File: src/rtl/memory_arbiter_pkg.sv
// Shared types for the memory port arbiter: port owner encoding and the full byte-enable mask.
package memory_arbiter_pkg;

    typedef enum logic [1:0] {
        OWNER_NONE,
        OWNER_FETCH,
        OWNER_DATA
    } t_mem_owner;

    localparam logic [3:0] MEM_BE_ALL = 4'hF;

endpackage

File: src/rtl/memory_arbiter_slot_timer.sv
// Times one memory access slot: counts 0..WAIT_STATES while the port is owned, flags the last cycle.
module memory_arbiter_slot_timer #(
    parameter int unsigned WAIT_STATES = 1
) (
    input  logic clock,
    input  logic reset,
    input  logic start,
    input  logic busy,
    output logic last
);

    logic [3:0] count_q, count_d;

    assign last = busy && (count_q == 4'(WAIT_STATES));

    always_comb begin
        count_d = '0;
        if (!start && busy && !last) begin
            count_d = count_q + 4'd1;
        end
    end

    always_ff @(posedge clock or posedge reset) begin
        if (reset) begin
            count_q <= '0;
        end else begin
            count_q <= count_d;
        end
    end

endmodule

File: src/rtl/memory_arbiter.sv
// Shares the single memory port between instruction fetch and load/store; data has priority
// but fetch gets a slot after MAX_DATA_RUN consecutive data grants.
module memory_arbiter
    import memory_arbiter_pkg::*;
#(
    parameter int unsigned WAIT_STATES  = 1,
    parameter int unsigned MAX_DATA_RUN = 4,
    parameter int unsigned ADDR_WIDTH   = 30
) (
    input  logic                  reset,
    input  logic                  clock,
    input  logic [ADDR_WIDTH-1:0] fetch_address,
    input  logic                  halting,
    output logic                  fetch_advance,
    output logic                  block_fetch,
    input  logic                  data_req,
    input  logic                  data_write,
    input  logic [ADDR_WIDTH-1:0] data_address,
    input  logic [31:0]           data_wdata,
    input  logic [3:0]            data_be,
    output logic                  data_ack,
    output logic [31:0]           data_rdata,
    output logic [ADDR_WIDTH-1:0] mem_address,
    output logic                  mem_read,
    output logic                  mem_write,
    output logic [3:0]            mem_be,
    output logic [31:0]           mem_wdata,
    input  logic [31:0]           mem_rdata
);

    localparam int unsigned RUN_W = $clog2(MAX_DATA_RUN + 1);
    localparam logic [RUN_W-1:0] RUN_MAX = RUN_W'(MAX_DATA_RUN);

    t_mem_owner owner_q, owner_d;
    logic [RUN_W-1:0] run_q;
    logic slot_last, decide, grant_data, grant_fetch;

    memory_arbiter_slot_timer #(
        .WAIT_STATES(WAIT_STATES)
    ) u_slot_timer (
        .clock(clock),
        .reset(reset),
        .start(grant_data || grant_fetch),
        .busy (owner_q != OWNER_NONE),
        .last (slot_last)
    );

    always_ff @(posedge clock or posedge reset) begin
        if (reset) begin
            owner_q <= OWNER_NONE;
        end else begin
            owner_q <= owner_d;
        end
    end

    // Halting lets data through even past the run limit, since no fetch is waiting.
    always_comb begin
        decide  = (owner_q == OWNER_NONE) || slot_last;
        owner_d = owner_q;
        if (decide) begin
            if (data_req && ((run_q < RUN_MAX) || halting)) begin
                owner_d = OWNER_DATA;
            end else if (!halting) begin
                owner_d = OWNER_FETCH;
            end else begin
                owner_d = OWNER_NONE;
            end
        end
        grant_data  = decide && (owner_d == OWNER_DATA);
        grant_fetch = decide && (owner_d == OWNER_FETCH);
    end

    always_comb begin
        fetch_advance = (owner_q == OWNER_FETCH) && slot_last;
        block_fetch   = !fetch_advance;
    end

    always_ff @(posedge clock or posedge reset) begin
        if (reset) begin
            run_q       <= '0;
            data_ack    <= 1'b0;
            data_rdata  <= '0;
            mem_address <= '0;
            mem_read    <= 1'b0;
            mem_write   <= 1'b0;
            mem_be      <= '0;
            mem_wdata   <= '0;
        end else begin
            data_ack <= (owner_q == OWNER_DATA) && slot_last;
            if ((owner_q == OWNER_DATA) && slot_last && !mem_write) begin
                data_rdata <= mem_rdata;
            end
            if (grant_data) begin
                mem_address <= data_address;
                mem_read    <= !data_write;
                mem_write   <= data_write;
                mem_be      <= data_be;
                mem_wdata   <= data_wdata;
                if (run_q != RUN_MAX) begin
                    run_q <= run_q + RUN_W'(1);
                end
            end else if (grant_fetch) begin
                mem_address <= fetch_address;
                mem_read    <= 1'b1;
                mem_write   <= 1'b0;
                mem_be      <= MEM_BE_ALL;
                run_q       <= '0;
            end else if (decide) begin
                mem_read  <= 1'b0;
                mem_write <= 1'b0;
            end
        end
    end

endmodule
File: config.mk
export PLATFORM = sky130hd
export DESIGN_NAME = memory_arbiter
export DESIGN_NICKNAME = d
export VERILOG_FILES = /design/src/rtl/memory_arbiter_pkg.sv /design/src/rtl/memory_arbiter_slot_timer.sv /design/src/rtl/memory_arbiter.sv
export SDC_FILE = /design/constraint.sdc
export NUM_CORES = 1
export LEC_CHECK = 0
export ABC_AREA = 0
export CAP_MARGIN = 20
export CELL_PAD_IN_SITES_DETAIL_PLACEMENT = 1
export CELL_PAD_IN_SITES_GLOBAL_PLACEMENT = 2
export CORE_MARGIN = 8
export CORE_UTILIZATION = 25
export DETAILED_ROUTE_END_ITERATION = 8
export PLACE_DENSITY_LB_ADDON = 0.25
export SYNTH_ARGS = -nofsm -noshare
export SYNTH_HDL_FRONTEND = slang
export SYNTH_SLANG_ARGS = --single-unit
File: constraint.sdc
create_clock -name clock -period 5 [get_ports clock]
set_input_delay 1.5 -clock clock [delete_from_list [all_inputs] [get_ports clock]]
set_output_delay 1.5 -clock clock [all_outputs]
set_load 0.02 [all_outputs]
; ---- Word level (Yosys, flattened, before mapping)
; Cells that the tools add are included.
[classes]
n_reduce_logical = 22
eq_ne = 7
add_sub_neg = 2
order_cmp = 1
mux = 16
[op_table]
columns = operator, count
row1 = 30-bit 2-to-1 mux, 2
row2 = 4-bit 2-to-1 mux, 3
row3 = 1-bit logical AND, 9
row4 = 3-bit 2-to-1 mux, 3
row5 = 1-bit 2-to-1 mux, 6
row6 = 1-bit zero test, 5
row7 = 4-bit by 1-bit adder with 4-bit output (second input constant), 1
row8 = 2-bit by 1-bit == test with 1-bit output (second input constant), 2
row9 = 2-bit == test (second input constant), 2
row10 = 4-bit by 1-bit == test with 1-bit output (second input constant), 1
row11 = 2-bit 2-to-1 mux, 2
row12 = 2-bit nonzero test, 2
row13 = 3-bit by 1-bit adder with 3-bit output (second input constant), 1
row14 = 1-bit logical OR, 3
row15 = 3-bit less-than comparator (second input constant), 1
row16 = 3-bit inequality test (second input constant), 1
row17 = 3-bit nonzero test, 1
row18 = 2-bit zero test, 1
row19 = 2-bit by 1-bit inequality test with 1-bit output (second input constant), 1
row20 = 2-bit AND reduction, 1
[totals]
inputBits = 133
output_inout_bits = 103
word_cells = 58
regBits = 110

; ---- Depth between registers and ports, before layout
[depth]
ltp_word = 12
mapped_depth = 8
ltp_nobuf = 6

; ---- Cells and area by module
; From an unflattened synthesis, not the netlist that was laid out.
[unflattened]
hier_cells = 392
area_unflattened_um2 = 4963.5
[modules_own_cells]
columns = mod, area_per_inst_um2, cells_per_inst, n_inst
row1 = memory_arbiter, 4743.3, 373, 1
row2 = memory_arbiter_slot_timer, 220.2, 19, 1

; ---- Worst setup path after synthesis
; No wires, ideal clock.
[synth_path]
kind = reg-to-output
startpoint = register u_slot_timer.count_q[1]
endpoint = output port fetch_advance
stages_incl_launch_ff = 6
path_slack_ns = 2.110
t_arrival_ns = 1.390
cell_sequence = dfrtp_1 -> inv_1 -> ha_1 -> nor3b_1 -> nand3b_1 -> inv_1
[synth_between]
elab_chain_len = 3
[synth_rtl]
columns = item, line
row1 = start: declaration, memory_arbiter_slot_timer.sv:12  ; logic [3:0] count_q, count_d;
row2 = start signal: assignment, memory_arbiter_slot_timer.sv:27  ; count_q <= count_d;
row3 = 4-bit by 1-bit == test with 1-bit output, memory_arbiter_slot_timer.sv:14  ; assign last = busy && (count_q == 4'(WAIT_STATES));
row4 = 1-bit logical AND, memory_arbiter_slot_timer.sv:14
row5 = 1-bit logical AND, memory_arbiter.sv:74  ; fetch_advance = (owner_q == OWNER_FETCH) && slot_last;
row6 = end: declaration, memory_arbiter.sv:14  ; output logic fetch_advance,
; No other way between the ends.

; ---- Worst setup path in the final report
; Same ends and word-level chain as after synthesis.

==> impl_results.md <==
- WHS Path Cells: 2
- DRT antenna net count: 0
- Ys async rst share: between 90% and 100%
- Number of buffers added by the clock tree synthesis step: 9
- Detailed Place HPWL: 12.11 mm
- Cell at the root of the clock tree: sky130_fd_sc_hd__clkbuf_16
- Number of input and output port buffers inserted: 235
- Mean number of vias per cell: 4.387
- IO Pins: about 240
- Clock-pin slew on the worst setup and hold paths: 0.07 ns
- Dominant synthesized flop cell: sky130_fd_sc_hd__dfrtp_1
- Insertion delay of the later-clocked pin in the worst-skew pair: 0.36 ns
- Worst max-slew margin expressed relative to the limit: 28.96%
- Number of fillers in the final layout: 1981
- Number of cells on the worst reg-to-reg path: 5
- Number of buffers inserted by post-CTS setup repair: 0
- Effective utilization at floorplan: 25.15%
- First-pass GRT wire length: ~24 mm
- Register-to-register path setup slack: 2.40 ns
- Worst min-delay path endpoint: mem_address[14]
- Run status: finished, final reports clean
- Most frequent cells in the layout: 235 x sky130_fd_sc_hd__clkdlybuf4s50_1, 110 x sky130_fd_sc_hd__dfrtp_1, 36 x sky130_fd_sc_hd__o21ai_0, 36 x sky130_fd_sc_hd__nand2_1, 32 x sky130_fd_sc_hd__mux2_2
- Count of max-cap constraint violations: 0
- Mean routed wirelength per cell: between 15 and 20 microns
- Remaining Overflow, GRT: 0
- Largest cells by area after synthesis: sky130_fd_sc_hd__dfrtp_1 59%, sky130_fd_sc_hd__mux2_4 9.7%, sky130_fd_sc_hd__mux2_2 7.8%, sky130_fd_sc_hd__mux2i_1 6.5%, sky130_fd_sc_hd__o21ai_0 3.9%
- Leakage power summed over all cells: 3.296 nW
- Number of nets in the final layout: around 710
- Max Clk Rate: 252.3 MHz
- Number of detailed-route iterations in the first pass: 4
- Sinks on the clock net: 110
- Total chip power: 4.947 mW
- Clock Skew: 0.01143 ns
- Cell mode on critical path: sky130_fd_sc_hd__inv_1
- Number of flip-flops and latches in the synthesized netlist: 110
- Critical-path top delay cell: sky130_fd_sc_hd__clkdlybuf4s50_1
- Area growth syn-to-layout: 61.85%
- Chip height: 152.2 microns
- Maximum VDD drop: between 0.2 and 0.25 mV
- Gate count after technology mapping: 342
- Min Tclk post-route: 3.964 ns
- Biggest cell delay along the critical path: 0.60 ns
- Fraction of layout cells with a size suffix above 1: 15.03%
- Horizontal die dimension: 152.2 microns
- Total via count in the routed design: about 3600
- Share of the synthesized area in the top cell type: around 59%
- Power per unit of standard cell area: ~660 mW/mm^2
- Critical Path, Cell by Cell: inv_1 -> ha_1 -> nor3b_1 -> nand3b_1 -> inv_1 -> clkdlybuf4s50_1
- Critical path class: flop to output pin
- R2R Path End: data_rdata[11]
- Pin slew with the least headroom to its limit: 1.066 ns
- CTS tree: yes
- Vias in the first global route: 3945
- Maximum fanout encountered on the critical timing path: 4
- Post-synth cell types: 32
- Critical Path End Type: output pin
- Endpoint arrival time on the critical path: 2.46 ns
- Number of enable flip-flop cells after synthesis: 0
- Number of gates resized after cts: 0
- Post-route clock period utilization: 79.28%
- Synthesized area divided by synthesized cell count: 13.57 sq um
- Pre-CTS setup slack: 1.402 ns
- Largest area contributor in the synthesized netlist: sky130_fd_sc_hd__dfrtp_1
- Synthesized netlist net count: 479
- H-tree level count: 3
- Maximum number of pins on one net before global-route repair: 70
- Routability congestion estimate from global placement: 0.7270
- CTS max path bufs: 2
- Critical Path Source Type: flop
- Type of the most critical hold path: flop to flop
- Setup_tns: 0 ns
- Antenna violations before repair: 0
- Setup repair after global routing missed its margin: no
- Reg-to-Reg Start: u_slot_timer.count_q[1]
- Aggregate global-route resource usage: 13.40%
- Pins Over Slew Limit: 0
- Num rows: 50
- Count of hold-fix buffers inserted at cts: 0
- Starting DRT DRC Count: approximately 110
- Area of the die: ~0.023 sq mm
- Synth warnings: 0
- Number of inserted diodes: 0
- Post-route worst setup slack: around 1.0 ns
- Core area: 0.01846 sq mm
- Register area share after synthesis: 59.32%
- Setup violators final: 0
- Total Routed Length: 15.48 mm
- Req. time, crit path: 3.50 ns
- Number of hold violations in the final report: 0
- Post-Syn Area: 0.004641 sq mm
- Most frequent standard cell in the layout excluding fill and tap cells: sky130_fd_sc_hd__clkdlybuf4s50_1
- DRC violations left: 0
- Critical hold path startpoint: mem_address[14]
[how the worst max path moves through the flow]
stage                                  startpoint            end  slack, ns
after floorplan                             reset       data_ack       0.60
after global placement    u_slot_timer.count_q[1]  fetch_advance       1.49
after detailed placement  u_slot_timer.count_q[1]  fetch_advance       1.40
after CTS                 u_slot_timer.count_q[1]  fetch_advance        1.0
after global routing      u_slot_timer.count_q[1]  fetch_advance       0.87
final                     u_slot_timer.count_q[1]  fetch_advance       1.04
[state kept, by name, indices dropped and copies added (netlist names)]
signal	cells
mem_be	4
mem_wdata	32
u_slot_timer.count_q	4
data_ack	1
run_q	3
owner_q	2
mem_read	1
mem_write	1
data_rdata	32
mem_address	30
[cell type report]
type / count / area [sq um] / share of cell area (%)
clock buffers: 12 / 246.5 / 3.282
clock inverters: 4 / 52.55 / 0.6997
well taps: 234 / 292.8 / 3.898
repair buffers: 239 / 2382 / 31.72
multi-input cells: 205 / 1748 / 23.27
inverters: 9 / 36.28 / 0.4831
flip-flops and latches: 110 / 2753 / 36.65
[critical path, delay by kind of cell (launching register included)]
| kind | cells | cell delay [ns] |
|---|---|---|
| buffers and inverters | 3 | 0.77 |
| adder cells (fa/ha/maj) | 1 | 0.16 |
| AND/OR/NAND/NOR | 2 | 0.77 |
| flip-flops | 1 | 0.40 |
[power by group]
| group | total [mW] | switching [mW] | internal (mW) |
|---|---|---|---|
| Clock | 0.747 | 0.340 | 0.407 |
| Combinational | 2.60 | 1.27 | 1.34 |
| Sequential | 1.60 | 0.256 | 1.34 |
| Total | 4.95 | 1.86 | 3.08 |
[metrics by stage]
| stage | cell area (sq um) | cells | hold WS [ns] | utilization, % |
|---|---|---|---|---|
| 2_1_floorplan | 4641 | 342 | 0.4608 | - |
| 3_3_place_gp | 7212 | 797 | 0.4618 | 39.08 |
| 3_5_place_dp | 7212 | 797 | 0.4689 | 39.08 |
| 4_1_cts | 7511 | 813 | 0.4853 | 40.70 |
| 5_1_grt | 7511 | 813 | 0.5071 | 40.70 |
| 6_report | 7511 | 813 | 0.4746 | 40.70 |
[routing by layer]
layer | up-vias | GRT usage [%] | part of all wire [%]
li1 | 1646 | - | -
met1 | 1733 | 16.31 | 43
met2 | 176 | 20.33 | 44
met3 | 12 | 6.495 | 12
met4 | 0 | 4.569 | 1.4
met5 | - | 0 | 0
[synthesized netlist by cell type, drive strengths merged (2+ instances only)]
| library cell | number |
|---|---|
| a21oi | 2 |
| a31oi | 2 |
| and2 | 2 |
| buf | 11 |
| clkbuf | 7 |
| dfrtp | 110 |
| ha | 4 |
| inv | 9 |
| mux2 | 64 |
| mux2i | 30 |
| nand2 | 36 |
| nand2b | 3 |
| nand3 | 2 |
| nor2 | 7 |
| o21ai | 39 |
| o22a | 4 |
[cells by family after synthesis]
family | Yosys count | share of synthesized area (%)
AO/OA/AOI/OAI | 51 | 6.147
XOR/XNOR | 2 | 0.3775
adder cells (fa/ha/maj) | 4 | 1.079
buffers and inverters | 27 | 3.586
flip-flops | 110 | 59.32
multiplexers | 94 | 24.43
AND/OR/NAND/NOR | 54 | 5.069
Note: power is estimated with default switching activity, not from simulation.
